File: src/rtl/pacman_pkg.sv
// Shared game constants: state encoding, tile index width, BCD score layout and
// the default maze dot count.
package pacman_pkg;

    localparam int TILE_IDX_W    = 10;
    localparam int BCD_DIGITS    = 4;
    localparam int DOT_TOTAL_DEF = 150;
    localparam int SCORE_W       = 4 * BCD_DIGITS;

    localparam logic [SCORE_W-1:0] SCORE_MAX = {BCD_DIGITS{4'h9}};

    typedef enum logic [1:0] {
        ST_IDLE    = 2'd0,
        ST_PLAYING = 2'd1,
        ST_CLEAR   = 2'd2,
        ST_OVER    = 2'd3
    } game_state_e;

endpackage

File: src/rtl/bcd_digit_add.sv
// One BCD digit adder with carry in/out; chained to build the score adder.
module bcd_digit_add (
    input  logic [3:0] a_i,
    input  logic [3:0] b_i,
    input  logic       c_i,
    output logic [3:0] sum_o,
    output logic       c_o
);

    logic [4:0] raw;

    always_comb begin
        raw   = {1'b0, a_i} + {1'b0, b_i} + {4'b0, c_i};
        c_o   = (raw > 5'd9);
        // modulo-16 wrap of the low nibble makes the -10 correction exact
        sum_o = c_o ? (raw[3:0] - 4'd10) : raw[3:0];
    end

endmodule

File: src/rtl/score_keeper.sv
// Game progress tracker: score, dots, lives, level and the IDLE/PLAYING/CLEAR/OVER
// flow. Optional extra life at 1000 points is enabled by defining EXTRA_LIFE_EN.
module score_keeper
    import pacman_pkg::*;
#(
    parameter int DOT_TOTAL    = DOT_TOTAL_DEF,
    parameter int DOT_POINTS   = 1,
    parameter int CLEAR_CYCLES = 120,
    parameter int START_LIVES  = 3
) (
    input  logic                  clk,
    input  logic                  reset,
    input  logic                  start,
    input  logic                  eat_valid,
    input  logic [TILE_IDX_W-1:0] eat_tile_idx,
    input  logic                  player_caught,
    output logic [SCORE_W-1:0]    score_bcd,
    output logic [7:0]            dots_left,
    output logic [1:0]            lives,
    output logic [3:0]            level,
    output logic [1:0]            game_state,
    output logic                  dot_reload
);

    localparam int CNT_W = (CLEAR_CYCLES > 1) ? $clog2(CLEAR_CYCLES) : 1;
    localparam logic [CNT_W-1:0] CNT_LAST   = CNT_W'(CLEAR_CYCLES - 1);
    localparam logic [7:0]       DOTS_INIT  = 8'(DOT_TOTAL);
    localparam logic [1:0]       LIVES_INIT = 2'(START_LIVES);
    localparam logic [3:0]       DIGIT_PTS  = 4'(DOT_POINTS);

    game_state_e             state_q;
    logic [SCORE_W-1:0]      score_q, score_d, score_sum;
    logic [7:0]              dots_q;
    logic [1:0]              lives_q, lives_eat, lives_d;
    logic [3:0]              level_q;
    logic                    reload_q;
    logic [CNT_W-1:0]        clr_cnt_q;
    logic                    last_vld_q;
    logic [TILE_IDX_W-1:0]   last_idx_q;
    logic                    accept, last_dot, caught;
    logic [BCD_DIGITS:1]     carry;

    // Ones digit never changes; points enter at the tens digit and ripple up.
    assign carry[1]        = 1'b0;
    assign score_sum[3:0]  = score_q[3:0];

    for (genvar g = 1; g < BCD_DIGITS; g++) begin : g_digit
        bcd_digit_add u_add (
            .a_i   (score_q[4*g +: 4]),
            .b_i   ((g == 1) ? DIGIT_PTS : 4'd0),
            .c_i   (carry[g]),
            .sum_o (score_sum[4*g +: 4]),
            .c_o   (carry[g+1])
        );
    end

    assign score_d = carry[BCD_DIGITS] ? SCORE_MAX : score_sum;

    always_comb begin
        accept   = (state_q == ST_PLAYING) && eat_valid &&
                   !(last_vld_q && (last_idx_q == eat_tile_idx));
        last_dot = accept && (dots_q == 8'd1);
        // emptying the maze takes precedence over a same-cycle catch
        caught   = (state_q == ST_PLAYING) && player_caught && !last_dot;
    end

`ifdef EXTRA_LIFE_EN
    logic award_q, award;
    assign award     = accept && !award_q &&
                       (score_q[SCORE_W-1:12] == '0) && (score_d[SCORE_W-1:12] != '0);
    assign lives_eat = (award && (lives_q != 2'd3)) ? lives_q + 2'd1 : lives_q;
`else
    assign lives_eat = lives_q;
`endif

    assign lives_d = caught ? lives_eat - 2'd1 : lives_eat;

    always_ff @(posedge clk) begin
        if (reset) begin
            state_q    <= ST_IDLE;
            score_q    <= '0;
            dots_q     <= DOTS_INIT;
            lives_q    <= LIVES_INIT;
            level_q    <= 4'd1;
            reload_q   <= 1'b0;
            clr_cnt_q  <= '0;
            last_vld_q <= 1'b0;
            last_idx_q <= '0;
`ifdef EXTRA_LIFE_EN
            award_q    <= 1'b0;
`endif
        end else begin
            reload_q <= 1'b0;
            case (state_q)
                ST_IDLE, ST_OVER: begin
                    if (start) begin
                        state_q    <= ST_PLAYING;
                        score_q    <= '0;
                        dots_q     <= DOTS_INIT;
                        lives_q    <= LIVES_INIT;
                        level_q    <= 4'd1;
                        reload_q   <= 1'b1;
                        clr_cnt_q  <= '0;
                        last_vld_q <= 1'b0;
`ifdef EXTRA_LIFE_EN
                        award_q    <= 1'b0;
`endif
                    end
                end
                ST_PLAYING: begin
                    if (accept) begin
                        score_q    <= score_d;
                        dots_q     <= dots_q - 8'd1;
                        last_vld_q <= 1'b1;
                        last_idx_q <= eat_tile_idx;
                    end
`ifdef EXTRA_LIFE_EN
                    if (award) award_q <= 1'b1;
`endif
                    lives_q <= lives_d;
                    if (last_dot) begin
                        state_q   <= ST_CLEAR;
                        clr_cnt_q <= '0;
                    end else if (caught && (lives_eat == 2'd1)) begin
                        state_q <= ST_OVER;
                    end
                end
                ST_CLEAR: begin
                    if (clr_cnt_q == CNT_LAST) begin
                        state_q    <= ST_PLAYING;
                        clr_cnt_q  <= '0;
                        dots_q     <= DOTS_INIT;
                        level_q    <= (level_q == 4'd15) ? 4'd15 : level_q + 4'd1;
                        reload_q   <= 1'b1;
                        last_vld_q <= 1'b0;
                    end else begin
                        clr_cnt_q <= clr_cnt_q + 1'b1;
                    end
                end
                default: state_q <= ST_IDLE;
            endcase
        end
    end

    assign score_bcd  = score_q;
    assign dots_left  = dots_q;
    assign lives      = lives_q;
    assign level      = level_q;
    assign game_state = state_q;
    assign dot_reload = reload_q;

endmodule

File: config.mk
export PLATFORM = sky130hd
export DESIGN_NAME = score_keeper
export DESIGN_NICKNAME = d
export VERILOG_FILES = /design/src/rtl/pacman_pkg.sv /design/src/rtl/bcd_digit_add.sv /design/src/rtl/score_keeper.sv
export SDC_FILE = /design/constraint.sdc
export NUM_CORES = 1
export LEC_CHECK = 0
export CORE_MARGIN = 2
export CORE_UTILIZATION = 35
export CTS_CLUSTER_SIZE = 30
export DETAILED_ROUTE_END_ITERATION = 8
export GPL_ROUTABILITY_DRIVEN = 0
export PLACE_DENSITY = 0.55
export SYNTH_ARGS = -nofsm -noshare
export SYNTH_HDL_FRONTEND = slang
export SYNTH_SLANG_ARGS = --single-unit
File: constraint.sdc
create_clock -name clk -period 5.3 [get_ports clk]
set_clock_uncertainty 0.1 [all_clocks]
set_input_delay 0.795 -clock clk [delete_from_list [all_inputs] [get_ports clk]]
set_output_delay 0.795 -clock clk [all_outputs]
set_load 0.05 [all_outputs]
==> After elaboration in Yosys (flattened, before gate mapping) <==
Cells that the tools add are included.
{ "totals": {"regBits": 51, "input_bits": 15} }
{ "op_classes": {"magnitude_cmp": 3, "muxes": 33, "reduce_logical": 21, "add_sub_neg": 9, "eq_ne": 15} }
{ "op_table": {"columns": ["op", "count"], "rows": [
  ["2-to-1 mux 16 bit", 3],
  ["case mux 16 bit (2 select lines)", 1],
  ["2-to-1 mux 8 bit", 3],
  ["case mux 8 bit (3 select lines)", 1],
  ["2-to-1 mux 7 bit", 3],
  ["case mux 7 bit (3 select lines)", 1],
  ["2-to-1 mux 4 bit", 5],
  ["greater-than comparator 5 x 4 -> 1 bit (second input constant)", 3],
  ["AND reduction 3 bit", 5],
  ["2-to-1 mux 2 bit", 6],
  ["adder 4 x 1 -> 5 bit", 2],
  ["== test 10 bit", 1],
  ["!= test 2 bit (second input constant)", 5],
  ["== test 8 x 1 -> 1 bit (second input constant)", 1],
  ["case mux 4 bit (2 select lines)", 1],
  ["subtractor 4 bit (second input constant)", 2],
  ["subtractor 8 x 1 -> 8 bit (second input constant)", 1],
  ["adder 7 x 1 -> 7 bit (second input constant)", 1],
  ["== test 7 bit (second input constant)", 1],
  ["logical AND 1 bit", 7],
  ["case mux 2 bit (3 select lines)", 1],
  ["adder 4 x 1 -> 5 bit (second input constant)", 1],
  ["2-to-1 mux 1 bit", 5],
  ["adder 4 x 1 -> 4 bit (second input constant)", 1],
  ["other kinds (15)", 20]
]} }

==> Longest topological paths before layout <==
Gate-level depths: netlist of the first run.
{ "logic_depth": {"word_depth": 11, "ltp_mapped": 23} }

==> Modules after synthesis <==
Synthesis of the first run repeated with hierarchy kept, for this count alone.
{ "hier_totals": {"hier_cells": 397, "hier_area_um2": 3298.2} }
{ "by_module_without_submodules": {"columns": ["module", "n_inst", "cells_each", "area_each_um2", "seq_area_each_um2"], "rows": [
  ["score_keeper", 1, 331, 2663.8, 960.9],
  ["bcd_digit_add", 3, 22, 211.5, 0.0]
]} }

==> Worst setup path before layout of the first run <==
Ideal clock, no wire load.
{ "synth_path": {"kind": "flip-flop to flip-flop", "from": "register score_q[4] (netlist: score_bcd[4])", "to": "register score_q[6] (netlist: score_bcd[6])", "path_stages_with_launch": 23, "n_path_buf": 0, "arrival_ns": 4.284, "required_ns": 5.078, "synth_period_minus_slack_ns": 4.506, "slack_ns": 0.794, "path_cell_list": "dfxtp_1 > ha_1 > nand2b_1 > and2_1 > ha_1 > nand2b_1 > a21o_1 > a21boi_0 > o22a_1 > ha_1 > ha_1 > inv_1 > a21oi_1 > o32ai_1 > a21oi_1 > ha_1 > ha_1 > inv_1 > a21oi_1 > o221ai_1 > nand2_1 > nor2_1 > a221o_1"} }
{ "synth_between": {"elab_chain_cells": 9, "word_cells_on_any_way": 11, "cone_classes": "4 x add/sub; 3 x order compare; 4 x mux"} }
{ "synth_lines": {"columns": ["element", "line_no", "rtl"], "rows": [
  ["start: declaration", "score_keeper.sv:32", "logic [SCORE_W-1:0] score_q, score_d, score_sum;"],
  ["start signal: assignment", "score_keeper.sv:112", "score_q <= score_d;"],
  ["adder 4 x 1 -> 5 bit (*)", "bcd_digit_add.sv:13", "raw = {1'b0, a_i} + {1'b0, b_i} + {4'b0, c_i};"],
  ["greater-than comparator 5 x 4 -> 1 bit", "bcd_digit_add.sv:14", "c_o = (raw > 5'd9);"],
  ["adder 4 x 1 -> 5 bit", "bcd_digit_add.sv:13", null],
  ["greater-than comparator 5 x 4 -> 1 bit", "bcd_digit_add.sv:14", null],
  ["adder 4 x 1 -> 5 bit", "bcd_digit_add.sv:13", null],
  ["greater-than comparator 5 x 4 -> 1 bit", "bcd_digit_add.sv:14", null],
  ["2-to-1 mux 16 bit (*)", "score_keeper.sv:57", "assign score_d = carry[BCD_DIGITS] ? SCORE_MAX : score_sum;"],
  ["2-to-1 mux 16 bit (*)", "score_keeper.sv:111", "if (accept) begin"],
  ["case mux 16 bit (2 select lines) (*)", "score_keeper.sv:94", "case (state_q)"]
]} }
Mark *: on every way between the ends. The rest lies on a longest branch, timed or not. The select of a mux whose other input is x is not followed.
A chain may end at the register's enable or synchronous reset.

==> Final worst setup path of the first run <==
Same ends and word-level chain as after synthesis.

==> results.sh, run 1 <==
export IMPL_crit_fanout=8
export IMPL_synthArstFlopShare_pct=0
export IMPL_grt_pass1_wl_um=11200
export IMPL_multi_input_area_um2=1690
export IMPL_path_clk_slew_ns=0.11
export IMPL_worstSetupPathType="reg2reg"
export IMPL_crit_arrival_ns=4.82
export IMPL_place_inst=475
export IMPL_finalPower_mw=1.09
export IMPL_drt_vias_per_instance=5.34
export IMPL_synth_edf_count=0
export IMPL_finalCritPeriodShare_pct=87.9
export IMPL_start_util_pct=36.0
export IMPL_synth_cells=339
export IMPL_vdd_drop_max_v=0.000150
export IMPL_status="finished, final reports clean"
export IMPL_rsz0062_at_grt="false"
export IMPL_synth_seq_cells=48
export IMPL_slew_headroom_pct=53.9
export IMPL_clock_latency_ns=0.31
export IMPL_cap_violations=0
export IMPL_syn_area_um2=2780
export IMPL_vias=2580
export IMPL_synth_top_area_share_pct=34.5
export IMPL_max_freq_mhz=215
export IMPL_cellPowerDensity_nw_per_um2=322
export IMPL_ys_flop_type="dfxtp_1"
export IMPL_cp_required_ns=5.46
export IMPL_die_width_um=93.2
export IMPL_syn_area_per_cell_um2=8.21
export IMPL_drt_first_pass_iters=4
export IMPL_ys_types=62
export IMPL_cts_sinks=48
export IMPL_portBuffers=45
export IMPL_setup_viol=0
export IMPL_min_period_ns=4.66
export IMPL_postCtsHoldBufs=0
export IMPL_root_buffer="clkbuf_8"
export IMPL_tightest_slew_ns=0.684
export IMPL_htreeDepth=2
export IMPL_cts_buffers=5
export IMPL_synthTopCellsByArea="dfxtp_1 35%, ha_1 6.7%, a21oi_1 5.9%, nand2_1 5.9%, xnor2_1 4.1%"
export IMPL_cts_repair_resized=0
export IMPL_end_kind="flop"
export IMPL_grt_use_total_pct=15.9
export IMPL_p_leak_nw=1.20
export IMPL_drt_iter0_drc=78
export IMPL_post_cts_buffers=0
export IMPL_cts_buffer_depth=2
export IMPL_drive_above_1_share_pct=6.30
export IMPL_seq_area_frac_synth_pct=34.5
export IMPL_grt_ovfl_total=0
export IMPL_coreArea_um2=7730
export IMPL_diodes=0
export IMPL_antenna_found_initial=0
export IMPL_ioPinCount=48
export IMPL_num_rows=32
export IMPL_nets=410
export IMPL_drc_errors=0
export IMPL_hold_viol_final=0
export IMPL_detail_route_antenna_nets=0
export IMPL_yosysTopAreaCell="dfxtp_1"
export IMPL_routed_wl_um=6740
export IMPL_area_growth_pct=21.9
export IMPL_worstHoldPathType="reg2reg"
export IMPL_fin_cells=483
export IMPL_die_area_um2=8680
export IMPL_grt_max_degree=33
export IMPL_wire_per_inst_um=14.0
export IMPL_cp_start_kind="flop"
export IMPL_final_fill_count=796
export IMPL_ff_latch_area_um2=961
export IMPL_cts_tree="done"
export IMPL_drv_slew=0
export IMPL_setup_tns_ns=0
export IMPL_hpwlAfterDp_um=4900
export IMPL_die_h_um=93.2
export IMPL_final_common_cell="dfxtp_1"
export IMPL_grt_pass1_vias=2265
export IMPL_most_common_layout_cells="48 x dfxtp_1, 45 x clkdlybuf4s50_1, 44 x nand2_1"
export IMPL_yosysWarnings=0
critical path: stages, from the launching register on:
cell and delay, ns:
dfxtp_1 0.47, ha_1 0.31, nand2_1 0.10, and2_1 0.16, ha_1 0.17, nand2b_1 0.06
a21o_1 0.12, a31oi_1 0.08, o22a_1 0.28, ha_1 0.24, ha_1 0.34, inv_1 0.12
a21oi_1 0.16, o32ai_1 0.10, a21oi_1 0.21, ha_1 0.24, ha_1 0.26, o21a_1 0.19
o221ai_1 0.26, nand2_1 0.16, nor2_1 0.28, a221o_1 0.19
per-layer routing:
metal	part of all wire, %	vias to the layer above	track usage (%)	wire length (µm)
li1	-	1315	-	-
met1	50	1210	22.0	3350
met2	46	48	25.7	3090
met3	3.4	7	2.98	232
met4	0.96	0	3.68	65
met5	0	-	0	0
power breakdown:
group | internal [mW] | switching (mW)
sequential | 0.392 | 0.0308
clock | 0.0974 | 0.140
combinational | 0.143 | 0.291
cells by family (layout without fill, tap and decap cells):
group | Yosys count | count (layout) | synth area share, %
flip-flops | 48 | 48 | 34.5
buffers and inverters | 29 | 70 | 4.94
adder cells (fa/ha/maj) | 15 | 15 | 6.74
AND/OR/NAND/NOR | 128 | 128 | 23.6
multiplexers | 5 | 5 | 1.84
XOR/XNOR | 15 | 15 | 4.72
AO/OA/AOI/OAI | 98 | 98 | 23.5
other | 1 | 2 | 0.135
path summary, 6_finish.rpt:
path | start | end | slack [ns] | cells after the start
max | score_bcd[4]$_SDFFE_PP0P_ | score_bcd[6]$_SDFFE_PP0P_ | 0.64 | 21
min | last_idx_q[3]$_SDFFE_PP0P_ | last_idx_q[3]$_SDFFE_PP0P_ | 0.38 | 2
max reg2reg | score_bcd[4]$_SDFFE_PP0P_ | score_bcd[6]$_SDFFE_PP0P_ | 0.64 | 21
min reg2reg | last_idx_q[3]$_SDFFE_PP0P_ | last_idx_q[3]$_SDFFE_PP0P_ | 0.38 | 2
registers in the layout, indices dropped and copies added (netlist names):
name	flops
dot_reload	1
dots_left	8
clr_cnt_q	7
last_idx_q	10
level	4
score_bcd	13
game_state	2
last_vld_q	1
lives	2
per-stage QoR:
step	hold WS (ns)	setup slack (ns)	util [%]	instance area [µm²]
floorplan	0.349	0.794	-	2790
global placement	0.354	0.847	42.7	3300
detailed placement	0.363	0.687	42.7	3300
CTS	0.378	0.646	43.9	3390
global route	0.389	0.283	43.9	3390
finish	0.376	0.640	43.9	3390
cells in the mapped netlist (all sizes together) (7+ instances only):
| library cell | instances |
|---|---|
| dfxtp | 48 |
| nand2 | 44 |
| a21oi | 33 |
| nor2 | 22 |
| o21ai | 16 |
| ha | 15 |
| inv | 14 |
| xnor2 | 13 |
| nor3 | 11 |
| nand3 | 9 |
| buf | 7 |
| clkbuf | 7 |
| or3 | 7 |
area by class of cell:
cell class	instances	share of cell area, %
Multi-Input combinational cell	263	49.8
Clock inverter	3	0.774
Timing Repair Buffer	47	13.7
Sequential cell	48	28.3
Clock buffer	5	2.03
Tap cell	102	3.76
Inverter	15	1.66
Power figures use the tool's default switching activity.
==> run 2: changes to the inputs <==
--- a/config.mk
+++ b/config.mk
@@ -9,3 +9,3 @@
 export CORE_UTILIZATION = 35
-export CTS_CLUSTER_SIZE = 30
+export CTS_CLUSTER_SIZE = 10
 export DETAILED_ROUTE_END_ITERATION = 8
==> constraint.sdc (replaced) <==
create_clock -name clk -period 5.3 [get_ports clk]
set_clock_uncertainty 0.1 [all_clocks]
set_input_delay 1.06 -clock clk [delete_from_list [all_inputs] [get_ports clk]]
set_output_delay 1.06 -clock clk [all_outputs]
set_load 0.05 [all_outputs]
==> results of run 2 <==
The final DEF is identical to that of run 1; final timing and power are the same.
==> run 3: changes to the inputs <==
Settings changed: CAP_MARGIN set to 20, PLACE_DENSITY 0.55 to 0.53, SKIP_LAST_GASP set to 1, SYNTH_HIERARCHICAL set to 1.
==> results.sh, run 3 <==
export IMPL_status="finished, violations left"
export IMPL_violations="negative setup slack"
export IMPL_most_common_layout_cells="47 x dfxtp_1, 45 x clkdlybuf4s50_1, 34 x buf_4"
export IMPL_fin_cells=587
export IMPL_ys_top_cells_by_count="48 x dfxtp_1, 35 x a21oi_1, 32 x nand2_1, 23 x inv_1, 23 x o21ai_0"
export IMPL_antenna_found_initial=0
export IMPL_r2r_cells=22
export IMPL_portBuffers=45
export IMPL_hold_viol_final=0
export IMPL_syn_area_per_cell_um2=8.31
export IMPL_routed_wl_um=9070
export IMPL_die_width_um=101
export IMPL_grt_use_total_pct=17.8
export IMPL_drt_iter0_drc=108
export IMPL_clock_latency_ns=0.31
export IMPL_cp_required_ns=5.45
export IMPL_place_inst=567
export IMPL_largest_register_ffs=13
export IMPL_rsz0062_at_grt="true"
export IMPL_end_kind="flop"
export IMPL_finalPower_mw=2.23
export IMPL_drv_slew=0
export IMPL_grt_ovfl_total=0
export IMPL_die_area_um2=10200
export IMPL_synth_top_area_share_pct=29.1
export IMPL_grt_pass1_wl_um=14700
export IMPL_p_sw_mw=1.06
export IMPL_ys_flop_type="dfxtp_1"
export IMPL_vias=3213
export IMPL_p_seq_share_pct=21.0
export IMPL_cts_tree="done"
export IMPL_postCtsHoldBufs=0
export IMPL_worst_hold_path_num_cells=2
export IMPL_area_growth_pct=30.1
export IMPL_final_fill_count=903
export IMPL_diodes=0
export IMPL_synth_seq_cells=48
export IMPL_setup_viol=6
export IMPL_synth_cells=397
export IMPL_p_leak_nw=1.57
export IMPL_holdPathEnd="last_idx_q[6]$_SDFFE_PP0P_"
export IMPL_yosysWarnings=6
export IMPL_crit_arrival_ns=5.52
export IMPL_grt_max_degree=42
export IMPL_cts_buffer_depth=2
export IMPL_drc_errors=0
export IMPL_ioPinCount=48
export IMPL_drt_first_pass_iters=4
export IMPL_htreeDepth=2
export IMPL_r2r_start="score_bcd[4]$_SDFFE_PP0P_"
export IMPL_root_buffer="clkbuf_8"
export IMPL_cellPowerDensity_nw_per_um2=520
export IMPL_cts_buffers=5
export IMPL_detail_route_antenna_nets=0
export IMPL_crit_fanout=4
export IMPL_coreArea_um2=9200
export IMPL_path_clk_slew_ns=0.10
export IMPL_seq_area_frac_synth_pct=29.1
export IMPL_ff_latch_area_um2=962
export IMPL_cts_sinks=48
export IMPL_combinationalPowerShare_pct=67.7
export IMPL_r2r_end="score_bcd[13]$_SDFFE_PP0P_"
export IMPL_ys_types=61
export IMPL_yosysTopAreaCell="dfxtp_1"
export IMPL_slew_headroom_pct=48.2
export IMPL_num_rows=35
export IMPL_internal_power_mw=1.17
export IMPL_min_period_ns=5.38
export IMPL_grt_pass1_vias=3046
export IMPL_wire_per_inst_um=15.5
export IMPL_min_delay_start="last_idx_q[6]$_SDFFE_PP0P_"
export IMPL_synth_edf_count=0
export IMPL_worstHoldPathType="reg2reg"
export IMPL_hpwlAfterDp_um=6280
export IMPL_die_h_um=101
export IMPL_multi_input_area_um2=2300
export IMPL_cp_start_kind="flop"
export IMPL_syn_area_um2=3300
export IMPL_clkPwrFrac_pct=11.2
export IMPL_vdd_drop_max_v=0.000226
export IMPL_reg2reg_setup_slack_ns=-0.08
export IMPL_cap_violations=0
export IMPL_synthArstFlopShare_pct=0
export IMPL_synthTopCellsByArea="dfxtp_1 29%, ha_1 7.6%, a21oi_1 5.3%, xnor2_1 4.2%, fa_1 3.6%"
export IMPL_switching_share_pct=47.7
export IMPL_drt_vias_per_instance=5.47
export IMPL_drive_above_1_share_pct=17.2
export IMPL_final_common_cell="dfxtp_1"
export IMPL_yosysMostFrequentCell="dfxtp_1"
export IMPL_tightest_slew_ns=0.775
export IMPL_finalCritPeriodShare_pct=101
export IMPL_start_util_pct=35.9
export IMPL_worst_slack_ns=-0.0778
export IMPL_max_freq_mhz=186
export IMPL_nets=516
export IMPL_worstSetupPathType="reg2reg"
## run 3: timing repair
item | 4_1_cts | 5_1_grt
setup buffers | 9 | 4
pin swaps | 9 | 0
gates resized for setup | 17 | 5
setup endpoints to repair | 13 | 13
## run 3: logic make-up after synthesis
logic type | synth area share (%)
AOI/OAI and AO/OA | 28.9
and+or+nand+nor | 19.2
DFF | 29.1
buffers and inverters | 6.11
adders and majority gates | 11.2
xor gates and xnor gates | 4.25
muxes | 0.911
other | 0.228
## run 3: power by group through the flow
stage / clock, mW / sequential (mW) / combinational (mW)
2_1_floorplan: 0 / 0.607 / 0.796
3_3_place_gp: 0 / 0.477 / 1.32
3_5_place_dp: 0 / 0.478 / 1.33
4_1_cts: 0.255 / 0.471 / 1.46
5_1_grt: 0.270 / 0.480 / 1.65
6_report: 0.251 / 0.470 / 1.51
## run 3: through the flow
step	instance area, µm²	setup WS [ns]	TNS (ns)	hold WS, ns	utilization, %
after global placement	4030	-0.404	-4.33	0.356	43.8
after global routing	4290	-0.350	-3.17	0.393	46.7
after floorplan	3390	0.739	0	0.349	-
after CTS	4250	-0.0500	-0.127	0.374	46.2
final	4290	-0.0778	-0.277	0.371	46.7
after detailed placement	4030	-0.528	-5.99	0.360	43.8
## run 3: area by class of cell
| type | count | area share, % |
|---|---|---|
| Clock inverter | 2 | 0.350 |
| Inverter | 24 | 2.10 |
| Clock buffer | 6 | 1.92 |
| Timing Repair Buffer | 79 | 16.4 |
| Sequential cell | 48 | 22.4 |
| Multi-Input combinational cell | 317 | 53.5 |
| Tap cell | 111 | 3.24 |
## run 3: how the worst max path moves through the flow
stage,startpoint,end,slack [ns]
6_report,score_bcd[4]$_SDFFE_PP0P_,score_bcd[13]$_SDFFE_PP0P_,-0.08
5_1_grt,score_bcd[4]$_SDFFE_PP0P_,score_bcd[14]$_SDFFE_PP0P_,-0.35
4_1_cts,score_bcd[4]$_SDFFE_PP0P_,score_bcd[13]$_SDFFE_PP0P_,-0.05
3_5_place_dp,score_bcd[4]$_SDFFE_PP0P_,score_bcd[0]$_SDFFE_PP0P_,-0.53
3_3_place_gp,score_bcd[4]$_SDFFE_PP0P_,score_bcd[0]$_SDFFE_PP0P_,-0.40
2_1_floorplan,score_bcd[8]$_SDFFE_PP0P_,score_bcd[0]$_SDFFE_PP0P_,0.74
## run 3: critical path, cell delays in order (launching register included)
cell and delay [ns]:
dfxtp_2 0.34, fa_2 0.34, fa_2 0.37, xnor2_2 0.19, ha_2 0.21, a31o_1 0.16
o31ai_4 0.07, fa_2 0.36, fa_2 0.37, xnor2_2 0.18, ha_2 0.20, a31o_1 0.16
o31ai_4 0.08, fa_2 0.39, fa_2 0.54, inv_2 0.05, ha_4 0.16, a31o_4 0.22
o31ai_4 0.26, buf_4 0.17, xnor2_1 0.12, o2111ai_2 0.11, a21oi_1 0.15
## run 3: layer usage
layer | routed length (µm) | track usage [%]
met1 | 4340 | 23.5
met2 | 4380 | 30.3
met3 | 259 | 2.57
met4 | 100 | 4.78
met5 | 0 | 0
==> RTL edit: new RTL, flow settings as in run 2 <==
The parameter `CLEAR_CYCLES` goes from 120 to 240.
--- a/src/rtl/score_keeper.sv
+++ b/src/rtl/score_keeper.sv
@@ -5,7 +5,7 @@
 #(
     parameter int DOT_TOTAL    = DOT_TOTAL_DEF,
     parameter int DOT_POINTS   = 1,
-    parameter int CLEAR_CYCLES = 120,
+    parameter int CLEAR_CYCLES = 240,
     parameter int START_LIVES  = 3
 ) (
     input  logic                  clk,
Formal check against the unedited RTL: same outputs for any inputs over 10 cycles, from zero or initial values and one cycle with reset high; that may be too few to reach the edited logic, so the function may still have changed.
==> RTL edit against run 2 <==
Cell area rose by 3.6%; worst setup slack got worse by 0.044 ns; total power rose by 15%; first-iteration DRC count rose by 47%; synthesized area rose by 2.5%; cell count rose by 3.1%; sequential cell count rose by 1; wire length rose by 2.5%; worst hold slack got worse by 0.0067 ns.
==> RTL edit: results (changes against run 2) <==
[outcome]
outcome=complete, no violations

[global_route]
grt_first_pass_wirelength_um=11400  ; +2.0%
grt_max_degree=26  ; -21%
antenna_found_initial=0  ; unchanged
grt_usage_pct=16.0  ; +0.13 points
grt_pass1_vias=2396  ; +5.8%

[timing]
worst-slew-pin-transition_ns=0.778  ; +0.0946 ns
setup_viol=0  ; unchanged

[placement]
post-dp-hpwl_um=5080  ; +3.7%
post_dp_cell_area_sq_um=3380  ; +2.4%
place_inst=490  ; +3.2%
place_ws_ns=0.627  ; -0.0601 ns

[setup_path]
critPathMaxFanout=9  ; +1
slowest_stage=dfxtp_1
crit_arrival_ns=4.86  ; +0.04 ns
crit_path_max_incr_delay_ns=0.43  ; -0.04 ns

[min_path]
hp-class=reg2reg

[pwr]
p_sw_mw=0.499  ; +7.8%
worst_ir_drop_vdd_uv=135  ; -9.8%
p_leak_nw=1.27  ; +5.8%

[cells_and_area]
multi_input_area_sq_um=1720  ; +2.0%
drive_above_1_share_pct=5.05  ; -1.2 points
nFillCells=781  ; -1.9%
nets=425  ; +3.7%

[synth]
ys_top_cells_by_area=dfxtp_1, ha_1, a21oi_1, nand2_1, o21ai_0
yosys-top-cells-count=dfxtp_1, nand2_1, a21oi_1
syn_area_per_cell_sq_um=8.04  ; -2.1%
ys_seq_area_share_pct=34.4  ; -0.15 points
synth.distinct_cells=52  ; -16%
yosys_warnings=0  ; unchanged

[cts]
path_clk_slew_ns=0.10
clk_latency_ns=0.31  ; about the same

[routing]
ant_nets=0  ; unchanged
via_count=2608  ; +1.1%
via_per_inst=5.24  ; -2.0%
dr.pass1.iters=4  ; unchanged
wl_per_cell_um=13.9  ; -0.59%
drt_iter0_drc=115  ; +47%

## RTL edit: cell families after synthesis
logic type / after synthesis / share of synthesized area, %
simple gates: 129 / 23.1
compound gates: 105 / 23.9
flops: 49 / 34.4
buf+inv: 35 / 5.39
xor+xnor: 19 / 5.83
fa+ha+maj: 15 / 6.58
mux: 2 / 0.701
other cells: 1 / 0.131
## RTL edit: routing by layer
layer	track usage (%)	part of all wire (%)
met5	0	0
met3	2.89	2.5
met1	22.2	50
met2	25.7	46
met4	3.99	1.1
## RTL edit: area by class of cell
cell class | count | share of cell area [%]
clock inverter | 3 | 1.96
multi-input combinational | 272 | 49.0
clock buffer | 5 | 1.96
inverter | 18 | 1.92
tap | 102 | 3.63
sequential | 49 | 27.9
timing repair buffer | 49 | 13.7
## RTL edit: final timing paths
kind / start / slack [ns] / to
worst min-delay path: last_idx_q[3] / 0.37 / last_idx_q[3]
worst max-delay path: score_bcd[4] / 0.60 / score_bcd[10]
worst max register to register: score_bcd[4] / 0.60 / score_bcd[10]
worst min register to register: last_idx_q[3] / 0.37 / last_idx_q[3]
## RTL edit: power groups by stage
stage / registers, mW / logic [mW] / clock network [mW]
after global placement: 0.441 / 0.498 / 0
after CTS: 0.433 / 0.500 / 0.336
after global routing: 0.438 / 0.558 / 0.353
after detailed placement: 0.442 / 0.499 / 0
final: 0.433 / 0.497 / 0.325
after floorplan: 0.492 / 0.314 / 0
## RTL edit: critical path: cells and delay by family (launching register included)
family          cells  cell delay (ns)
flops               1             0.43
fa+ha+maj           6             1.58
compound gates      8             1.57
simple gates        2             0.41
buf+inv             5             0.54
